## src/rtl/uart_rx_if.sv

```systemverilog
// Byte-side handshake bundle of the UART receiver.
// master drives data/valid/err/overrun; slave drives ready.
interface uart_rx_if;
  logic [7:0] rx_data;
  logic       rx_data_valid;
  logic       rx_data_ready;
  logic       rx_frame_err;
  logic       rx_overrun;

  modport master (
    output rx_data,
    output rx_data_valid,
    output rx_frame_err,
    output rx_overrun,
    input  rx_data_ready
  );

  modport slave (
    input  rx_data,
    input  rx_data_valid,
    input  rx_frame_err,
    input  rx_overrun,
    output rx_data_ready
  );
endinterface

```

## src/rtl/uart_rx.sv

```systemverilog
// 8N1 UART receiver: 2-flop sync, mid-bit sampling, valid/ready out.
// Ports: clk, rst (sync, high), rx_pin (async serial), rx_if (master).
module uart_rx #(
  parameter int CLK_FRE   = 50,
  parameter int BAUD_RATE = 115200
) (
  input  logic     clk,
  input  logic     rst,
  input  logic     rx_pin,
  uart_rx_if.master rx_if
);
  localparam int CYCLE = CLK_FRE * 1000000 / BAUD_RATE;
  localparam int HALF  = CYCLE / 2;
  localparam logic [15:0] CYC_END  = 16'(CYCLE - 1);
  localparam logic [15:0] HALF_END = 16'(HALF - 1);

  typedef enum logic [2:0] {
    S_IDLE,
    S_START,
    S_REC_BYTE,
    S_STOP,
    S_DATA,
    S_WAIT_IDLE
  } state_t;

  state_t      state_q, state_d;
  logic        sync_q, sync_d;
  logic        rx_s_q, rx_s_d;
  logic [15:0] cycle_cnt_q, cycle_cnt_d;
  logic [2:0]  bit_cnt_q, bit_cnt_d;
  logic [7:0]  shift_q, shift_d;
  logic [7:0]  data_q, data_d;
  logic        valid_q, valid_d;
  logic        ferr_q, ferr_d;
  logic        ovr_q, ovr_d;

  always_comb begin
    sync_d      = rx_pin;
    rx_s_d      = sync_q;
    state_d     = state_q;
    cycle_cnt_d = cycle_cnt_q;
    bit_cnt_d   = bit_cnt_q;
    shift_d     = shift_q;
    data_d      = data_q;
    // a held byte drops only once the consumer takes it
    valid_d     = valid_q && !rx_if.rx_data_ready;
    ferr_d      = 1'b0;
    ovr_d       = 1'b0;
    unique case (state_q)
      S_IDLE: begin
        cycle_cnt_d = '0;
        if (!rx_s_q) state_d = S_START;
      end
      S_START: begin
        if (cycle_cnt_q == HALF_END) begin
          cycle_cnt_d = '0;
          bit_cnt_d   = '0;
          state_d     = rx_s_q ? S_IDLE : S_REC_BYTE;
        end else begin
          cycle_cnt_d = cycle_cnt_q + 16'd1;
        end
      end
      S_REC_BYTE: begin
        if (cycle_cnt_q == CYC_END) begin
          cycle_cnt_d        = '0;
          shift_d[bit_cnt_q] = rx_s_q;
          bit_cnt_d          = bit_cnt_q + 3'd1;
          if (bit_cnt_q == 3'd7) state_d = S_STOP;
        end else begin
          cycle_cnt_d = cycle_cnt_q + 16'd1;
        end
      end
      S_STOP: begin
        if (cycle_cnt_q == CYC_END) begin
          cycle_cnt_d = '0;
          if (rx_s_q) begin
            state_d = S_DATA;
          end else begin
            ferr_d  = 1'b1;
            state_d = S_WAIT_IDLE;
          end
        end else begin
          cycle_cnt_d = cycle_cnt_q + 16'd1;
        end
      end
      S_DATA: begin
        // new byte wins over a simultaneous accept
        data_d  = shift_q;
        valid_d = 1'b1;
        ovr_d   = valid_q && !rx_if.rx_data_ready;
        state_d = S_IDLE;
      end
      S_WAIT_IDLE: begin
        // a break must not turn into a stream of bogus frames
        if (rx_s_q) state_d = S_IDLE;
      end
      default: state_d = S_IDLE;
    endcase
  end

  always_ff @(posedge clk) begin
    if (rst) begin
      state_q     <= S_IDLE;
      sync_q      <= 1'b1;
      rx_s_q      <= 1'b1;
      cycle_cnt_q <= '0;
      bit_cnt_q   <= '0;
      shift_q     <= '0;
      data_q      <= '0;
      valid_q     <= 1'b0;
      ferr_q      <= 1'b0;
      ovr_q       <= 1'b0;
    end else begin
      state_q     <= state_d;
      sync_q      <= sync_d;
      rx_s_q      <= rx_s_d;
      cycle_cnt_q <= cycle_cnt_d;
      bit_cnt_q   <= bit_cnt_d;
      shift_q     <= shift_d;
      data_q      <= data_d;
      valid_q     <= valid_d;
      ferr_q      <= ferr_d;
      ovr_q       <= ovr_d;
    end
  end

  assign rx_if.rx_data       = data_q;
  assign rx_if.rx_data_valid = valid_q;
  assign rx_if.rx_frame_err  = ferr_q;
  assign rx_if.rx_overrun    = ovr_q;
endmodule

```

## src/flat_wrapper.sv

```systemverilog
// flat-port wrapper written by rule: the top's interface ports become plain ports
module uart_rx_flat 
#(
  parameter int CLK_FRE   = 50,
  parameter int BAUD_RATE = 115200
)
  (clk, rst, rx_pin, rx_if_rx_data, rx_if_rx_data_valid, rx_if_rx_frame_err, rx_if_rx_overrun, rx_if_rx_data_ready);
  uart_rx_if rx_if_i ();
  input  logic clk;
  input  logic rst;
  input  logic rx_pin;
  output wire logic [$bits(rx_if_i.rx_data)-1:0] rx_if_rx_data;
  output wire logic [$bits(rx_if_i.rx_data_valid)-1:0] rx_if_rx_data_valid;
  output wire logic [$bits(rx_if_i.rx_frame_err)-1:0] rx_if_rx_frame_err;
  output wire logic [$bits(rx_if_i.rx_overrun)-1:0] rx_if_rx_overrun;
  input wire logic [$bits(rx_if_i.rx_data_ready)-1:0] rx_if_rx_data_ready;
  assign rx_if_rx_data = rx_if_i.rx_data;
  assign rx_if_rx_data_valid = rx_if_i.rx_data_valid;
  assign rx_if_rx_frame_err = rx_if_i.rx_frame_err;
  assign rx_if_rx_overrun = rx_if_i.rx_overrun;
  assign rx_if_i.rx_data_ready = rx_if_rx_data_ready;
  uart_rx #(.CLK_FRE(CLK_FRE), .BAUD_RATE(BAUD_RATE)) u_core (.clk(clk), .rst(rst), .rx_pin(rx_pin), .rx_if(rx_if_i));
endmodule
```

## config.mk

```make
export PLATFORM = sky130hd
export DESIGN_NAME = uart_rx_flat
export DESIGN_NICKNAME = d
export VERILOG_FILES = /design/src/rtl/uart_rx_if.sv /design/src/rtl/uart_rx.sv /design/src/flat_wrapper.sv
export SDC_FILE = /design/constraint.sdc
export NUM_CORES = 1
export LEC_CHECK = 0
export BUFFER_PORTS_ARGS = -buffer_cell sky130_fd_sc_hd__clkbuf_2
export CAP_MARGIN = 25
export CORE_ASPECT_RATIO = 0.8
export CORE_MARGIN = 5
export CORE_UTILIZATION = 33
export CTS_BUF_LIST = sky130_fd_sc_hd__clkbuf_8
export CTS_CLUSTER_SIZE = 40
export DETAILED_ROUTE_END_ITERATION = 6
export GPL_ROUTABILITY_DRIVEN = 0
export SYNTH_ARGS = -nofsm -noshare
export SYNTH_HDL_FRONTEND = slang
export SYNTH_SLANG_ARGS = --single-unit
export TNS_END_PERCENT = 10
```

## constraint.sdc

```tcl
create_clock -name clk -period 5.05 [get_ports clk]
set_input_delay 0.2525 -clock clk [delete_from_list [all_inputs] [get_ports clk]]
set_output_delay 0.2525 -clock clk [all_outputs]
set_load 0.05 [all_outputs]
```

==> reports/summary.txt, run 1 <==
CTS tree: built
clock latency on the worst-skew pair: 290 ps
Post-CTS Setup Inserts: 0
most numerous cell in the Yosys netlist: dfxtp_1
number of fill cells: 626
sequential share of the synthesized area: 41.5%
Max Cap Viol: 0
ranking of synthesized cells by area: dfxtp_1 (42%), mux2i_1 (7.2%), nor2_1 (5.4%), nand2b_1 (3.6%), nand2_1 (3.4%)
crit end category: register
Register Area: 861 µm²
Yosys reg bits: 43
Compound-Gate Fraction of Synth Area: 7.37%
# hold bufs at CTS: 0
dominant synthesized flop cell: dfxtp_1
Syn-to-layout area delta: 10.5%
Avg WL per Cell: 12.1 µm
drt via density: 4.83
Synth top area share: 41.5%
commonest cells in the netlist: dfxtp_1 (43), nor2_1 (30), nand2_1 (19)
DP HPWL: 2780 µm
reg-to-reg slack, setup: 2500 ps
peak supply drop: 0.000106 V
post-route insts no fill: 327
area share of and/or/nand/nor cells after synthesis: 33.1%
routed vias: 1579
Crit path arrival time: 2710 ps
first-pass GRT wire length: 7240 µm
asr flop ratio synth: 0%
worst hold slack: 135 ps
Max Buffers Root-to-Sink: 2
CTS root buf: clkbuf_8
clock buffer count from CTS: 5
Global Route Usage Sum: 11.1%
Die Area: 0.00797 mm²
Synth Net Count: 241
highest clock rate: 392 MHz
Detailed Routing Iterations Pass 1: 4
CP Class: reg -> reg
I/O pin cnt: 15
final setup fails: 0
critical-path maximum fanout: 7
Clock Sinks: 43
Port Buffers: 14
nets: 254
TNS Setup: 0 ps
H-tree Lvls: 2
Leakage: 0.000798 µW
Hold Fails Final Rpt: 0
Die H: 80.9 µm
count of cell types in the netlist: 45
xor/xnor share of the synthesized area: 4.23%
placed cell count: 319
Syn Std Cell Area: 0.00207 mm²
status: finished clean
adder-cell share of the synthesized area: 3.02%
PwrDens: 279 mW/mm²
final antenna-violating net count: 0
largest family of logic cells by synthesized area: simple AND/OR/NAND/NOR gates
starting density of the core: 34.5%
layout cells sized above 1: 17.1%
row count: 25
mux contribution to synthesized area: 7.25%
HP Class: in -> reg
CTS resizes: 0
Post-synth EDFFs: 0
vias in the first global route: 1521
footprint of the multi-input gates: 0.00114 mm²
fin crit share: 50.6%
Clock Skew: 4.76 ps
Overflow after GRT: 0
mean post-synth cell area: 8.93 µm²
DR DRC count: 0
CP required: 5210 ps
Worst-Margin Slew: 664 ps
WL final: 3960 µm
DR iter-0 viols: 60
die extent in x: 98.6 µm
Ys Warns: 0
RSZ-0062 raised after global routing: no
Ant. Diodes: 0
cell taking the most area after synthesis: dfxtp_1
Critical Path Start Type: register
Slew Viols, Final: 0
core area: 0.00601 mm²
initial antenna violation count: 0
relative slew slack: 55.7%
Final min period: 2550 ps
largest net degree at the start of global routing: 37
Post-Syn Instances: 232
CTS clk-pin slew, worst paths: 80 ps
==> sequential cells by signal, summed over array words and instances, names as in the netlist <==
register                    cells
u_core.rx_if.rx_overrun         1
u_core.rx_s_d                   1
u_core.cycle_cnt_q             16
u_core.shift_q                  8
u_core.rx_if.rx_data_valid      1
u_core.rx_if.rx_data            8
u_core.bit_cnt_q                3
u_core.rx_if.rx_frame_err       1
u_core.rx_s_q                   1
u_core.state_q                  3
==> critical path: stages, from the launching register on <==
cell	delay (ps)
dfxtp_1	370
inv_1	120
ha_1	140
or3b_2	440
or4_2	580
a22oi_1	470
or3_2	210
a31oi_1	70
==> kinds of logic after synthesis <==
| logic type | count (synthesis) |
|---|---|
| flip-flops | 43 |
| multiplexers | 15 |
| AND/OR/NAND/NOR | 120 |
| adder cells (fa/ha/maj) | 5 |
| buffers and inverters | 15 |
| XOR/XNOR | 10 |
| AO/OA/AOI/OAI | 24 |
==> final timing paths <==
check | from | end | depth (start not counted)
setup / recovery | u_core.cycle_cnt_q[0]$_SDFFE_PP0P_ | u_core.cycle_cnt_q[12]$_SDFFE_PP0P_ | 7
hold / removal | rx_pin | u_core.rx_s_d$_SDFF_PP1_ | 2
setup reg to reg | u_core.cycle_cnt_q[0]$_SDFFE_PP0P_ | u_core.cycle_cnt_q[12]$_SDFFE_PP0P_ | 7
hold reg to reg | u_core.rx_s_d$_SDFF_PP1_ | u_core.rx_s_q$_SDFF_PP1_ | 1
==> cell type report <==
cell class              instances  share of cell area [%]
clock buffers                   5                    3.01
clock inverters                 3                   0.710
inverters                       6                   0.984
multi-input cells             174                    49.7
flip-flops and latches         43                    37.6
well taps                      81                    4.43
repair buffers                 15                    3.55
==> cell usage in the layout, fill, tap and decap left out, types with 2 or more instances in the layout <==
cell	synthesis	final
a22oi_1	3	3
and3_2	2	2
a21oi_1	9	9
xor2_1	4	4
xnor2_1	6	6
nand4b_1	2	2
a31oi_1	4	4
nor4_1	2	2
clkbuf_8	0	5
clkbuf_2	0	14
or3_1	4	4
inv_1	6	7
nand2b_1	12	12
nor2b_1	2	2
nor3_1	5	5
nand2_1	19	19
nand4_1	6	6
or3_4	2	2
or2_2	3	3
nor2_1	30	30
nand3_1	14	14
ha_1	5	5
or4_4	2	2
nor3_2	3	3
mux2i_1	15	15
o21ai_0	3	3
dfxtp_1	43	43
==> through the flow <==
| stage | utilization [%] | total power [µW] | worst slack, ps | instance area [µm²] |
|---|---|---|---|---|
| 2_1_floorplan | - | 417 | 2730 | 2070 |
| 3_3_place_gp | 36.5 | 432 | 2560 | 2190 |
| 3_5_place_dp | 36.7 | 434 | 2520 | 2200 |
| 4_1_cts | 38.1 | 646 | 2510 | 2290 |
| 5_1_grt | 38.1 | 671 | 2320 | 2290 |
| 6_report | 38.1 | 639 | 2500 | 2290 |
==> power by group <==
group | total [µW] | switching, µW | internal (µW)
combinational | 67.4 | 42.2 | 25.2
sequential | 358 | 12.8 | 345
clock | 214 | 119 | 94.8
total | 639 | 174 | 465
==> routing by layer <==
metal | global-route usage (%) | wire, µm
met1 | 14.9 | 2110
met2 | 17.0 | 1630
met3 | 2.75 | 144
met4 | 4.50 | 76
met5 | 0 | 0
Power figures use the tool's default switching activity.
==> run 2, diff against run 1 <==
- clock period: 5.05 -> 2.5 ns (I/O delays scaled with it)
==> run 2 against run 1 <==
  * Fmax rose by 7.2%
  * Sequential power rose by 100%
  * Highest routed layer unchanged
  * Via count rose by 1.3%
  * Cell count rose by 1.8%
  * Worst hold slack got worse by 120 ps
  * Wire length rose by 1.6%
  * Critical endpoint is now u_core.shift_q[1]$_SDFFE_PP0P_
  * Clock power rose to 2.6 times the previous value
  * Register-to-register slack got worse by 2400 ps
  * Total power rose by 120%
  * Critical path depth fell by 2
  * Largest cell class unchanged
  * Sequential share of layout area fell by 1.1 points
  * Largest power group unchanged
==> reports/summary.txt, run 2 (synthesis gave the netlist of run 1 again) <==
status: finished clean
most used cell along the critical path: or4_4
Overflow after GRT: 0 (unchanged)
largest net degree at the start of global routing: 37 (unchanged)
Die H: 80.9 µm (unchanged)
Max Cap Viol: 0 (unchanged)
CTS root buf: clkbuf_8
crit end category: register
max incr delay on CP: 550 ps (-30 ps)
Leakage: 0.000842 µW (+5.4%)
CP Cell Sequence: or4_4 > or4_4 > or3_4 > nor3b_2 > mux2i_1
vias in the first global route: 1556 (+2.3%)
CTS clk-pin slew, worst paths: 90 ps (about the same)
Die Area: 0.00797 mm² (unchanged)
worst hold slack: 11.1 ps (-124 ps)
critical path's top delay family: simple AND/OR/NAND/NOR gates
critical-path maximum fanout: 9 (+2)
most frequent cells in the layout: dfxtp_1 (43), nor2_1 (30), nand2_1 (19)
CTS tree: built
max reg flops: 16 (unchanged)
Max Buffers Root-to-Sink: 2 (unchanged)
Detailed Routing Iterations Pass 1: 4 (unchanged)
RSZ-0062 raised after global routing: no
routed vias: 1600 (+1.3%)
Buf/Inv on CP: 0 (-1)
final setup fails: 0 (unchanged)
WL final: 4030 µm (+1.6%)
Syn-to-layout area delta: 13.8%
PwrDens: 610 mW/mm² (+120%)
DR DRC count: 0 (unchanged)
drt via density: 4.80 (-0.50%)
row count: 25 (unchanged)
Critical Path Start Type: register
highest clock rate: 420 MHz (+7.2%)
post-route insts no fill: 333 (+1.8%)
final antenna-violating net count: 0 (unchanged)
clock latency on the worst-skew pair: 310 ps (+20 ps)
Post-CTS Setup Inserts: 0 (unchanged)
Clock Skew: 15.7 ps (+11.0 ps)
Top reg by flops: u_core.cycle_cnt_q
clock buffer count from CTS: 5 (unchanged)
fin crit share: 95.3% (+45 points)
Ant. Diodes: 0 (unchanged)
Avg WL per Cell: 12.1 µm (-0.19%)
CP required: 2740 ps (-2470 ps)
layout cells sized above 1: 19.4% (+2.4 points)
starting density of the core: 34.5% (unchanged)
peak supply drop: 0.000213 V (+100%)
Port Buffers: 14 (unchanged)
Worst-Margin Slew: 653 ps (-10.6 ps)
I/O pin cnt: 15 (unchanged)
placed cell count: 325 (+1.9%)
DR iter-0 viols: 88 (+47%)
Slew Viols, Final: 0 (unchanged)
slowest CP cell: or4_4
TNS Setup: 0 ps (unchanged)
CP Class: reg -> reg
Global Route Usage Sum: 11.1% (+0.065 points)
Hold Fails Final Rpt: 0 (unchanged)
number of fill cells: 621 (-0.80%)
nets: 260 (+2.4%)
die extent in x: 98.6 µm (unchanged)
Clock Sinks: 43 (unchanged)
H-tree Lvls: 2 (unchanged)
DP HPWL: 2900 µm (+4.3%)
CTS resizes: 0 (unchanged)
first-pass GRT wire length: 7130 µm (-1.5%)
initial antenna violation count: 0 (unchanged)
HP Class: in -> reg
# hold bufs at CTS: 0 (unchanged)
Final min period: 2380 ps (-172 ps)
most common cell after layout, fill and taps aside: dfxtp_1
relative slew slack: 56.4% (+0.71 points)
core area: 0.00601 mm² (unchanged)
Crit path arrival time: 2620 ps (-90 ps)
-- run 2: changes by cell type in the layout (fill, tap and decap cells not counted), sizes merged --
cell	change
buf	+6
bufinv	+1
clkinv	+1
clkinvlp	-1
inv	-1
-- run 2: layout make-up --
cell class	instances	area, µm²	share of cell area (%)
multi-input combinational	174	1140	48.3
timing repair buffer	21	123	5.20
clock buffer	5	68.8	2.92
inverter	6	22.5	0.955
tap	81	101	4.30
sequential	43	861	36.5
clock inverter	3	43.8	1.86
-- run 2: worst register-to-register path, stage by stage (launching register included) --
cell and delay, ps:
dfxtp_1 370, or4_4 540, or4_4 550, or3_4 440, nor3b_2 230, mux2i_1 200
-- run 2: report_power, final --
group | internal [µW] | total, µW | switching (µW)
Clock | 298 | 547 | 250
Sequential | 697 | 719 | 21.7
Combinational | 72.7 | 171 | 98.7
Total | 1070 | 1440 | 370
-- run 2: through the flow --
stage / cell area (µm²) / power [µW] / util (%) / setup WS, ps
final: 2360 / 1440 / 39.3 / 119
after global routing: 2360 / 1510 / 39.3 / 5.09
after CTS: 2360 / 1450 / 39.3 / 118
after detailed placement: 2250 / 907 / 37.4 / 130
after global placement: 2250 / 903 / 37.4 / 158
after floorplan: 2070 / 843 / - / 183
-- run 2: final timing paths --
check | startpoint | end | slack [ps] | cells after the start
worst max-delay path | u_core.cycle_cnt_q[12]$_SDFFE_PP0P_ | u_core.shift_q[1]$_SDFFE_PP0P_ | 120 | 5
worst max register to register | u_core.cycle_cnt_q[12]$_SDFFE_PP0P_ | u_core.shift_q[1]$_SDFFE_PP0P_ | 120 | 5
worst min register to register | u_core.rx_s_d$_SDFF_PP1_ | u_core.rx_s_q$_SDFF_PP1_ | 410 | 1
worst min-delay path | rx_pin | u_core.rx_s_d$_SDFF_PP1_ | 10 | 2
-- run 2: routing by layer --
layer / global-route usage [%] / up-vias / share of wire [%]
met5: 0 / - / 0
met1: 15.2 / 719 / 53
li1: - / 853 / -
met3: 2.58 / 5 / 3.2
met4: 5.46 / 0 / 1.5
met2: 16.5 / 23 / 42
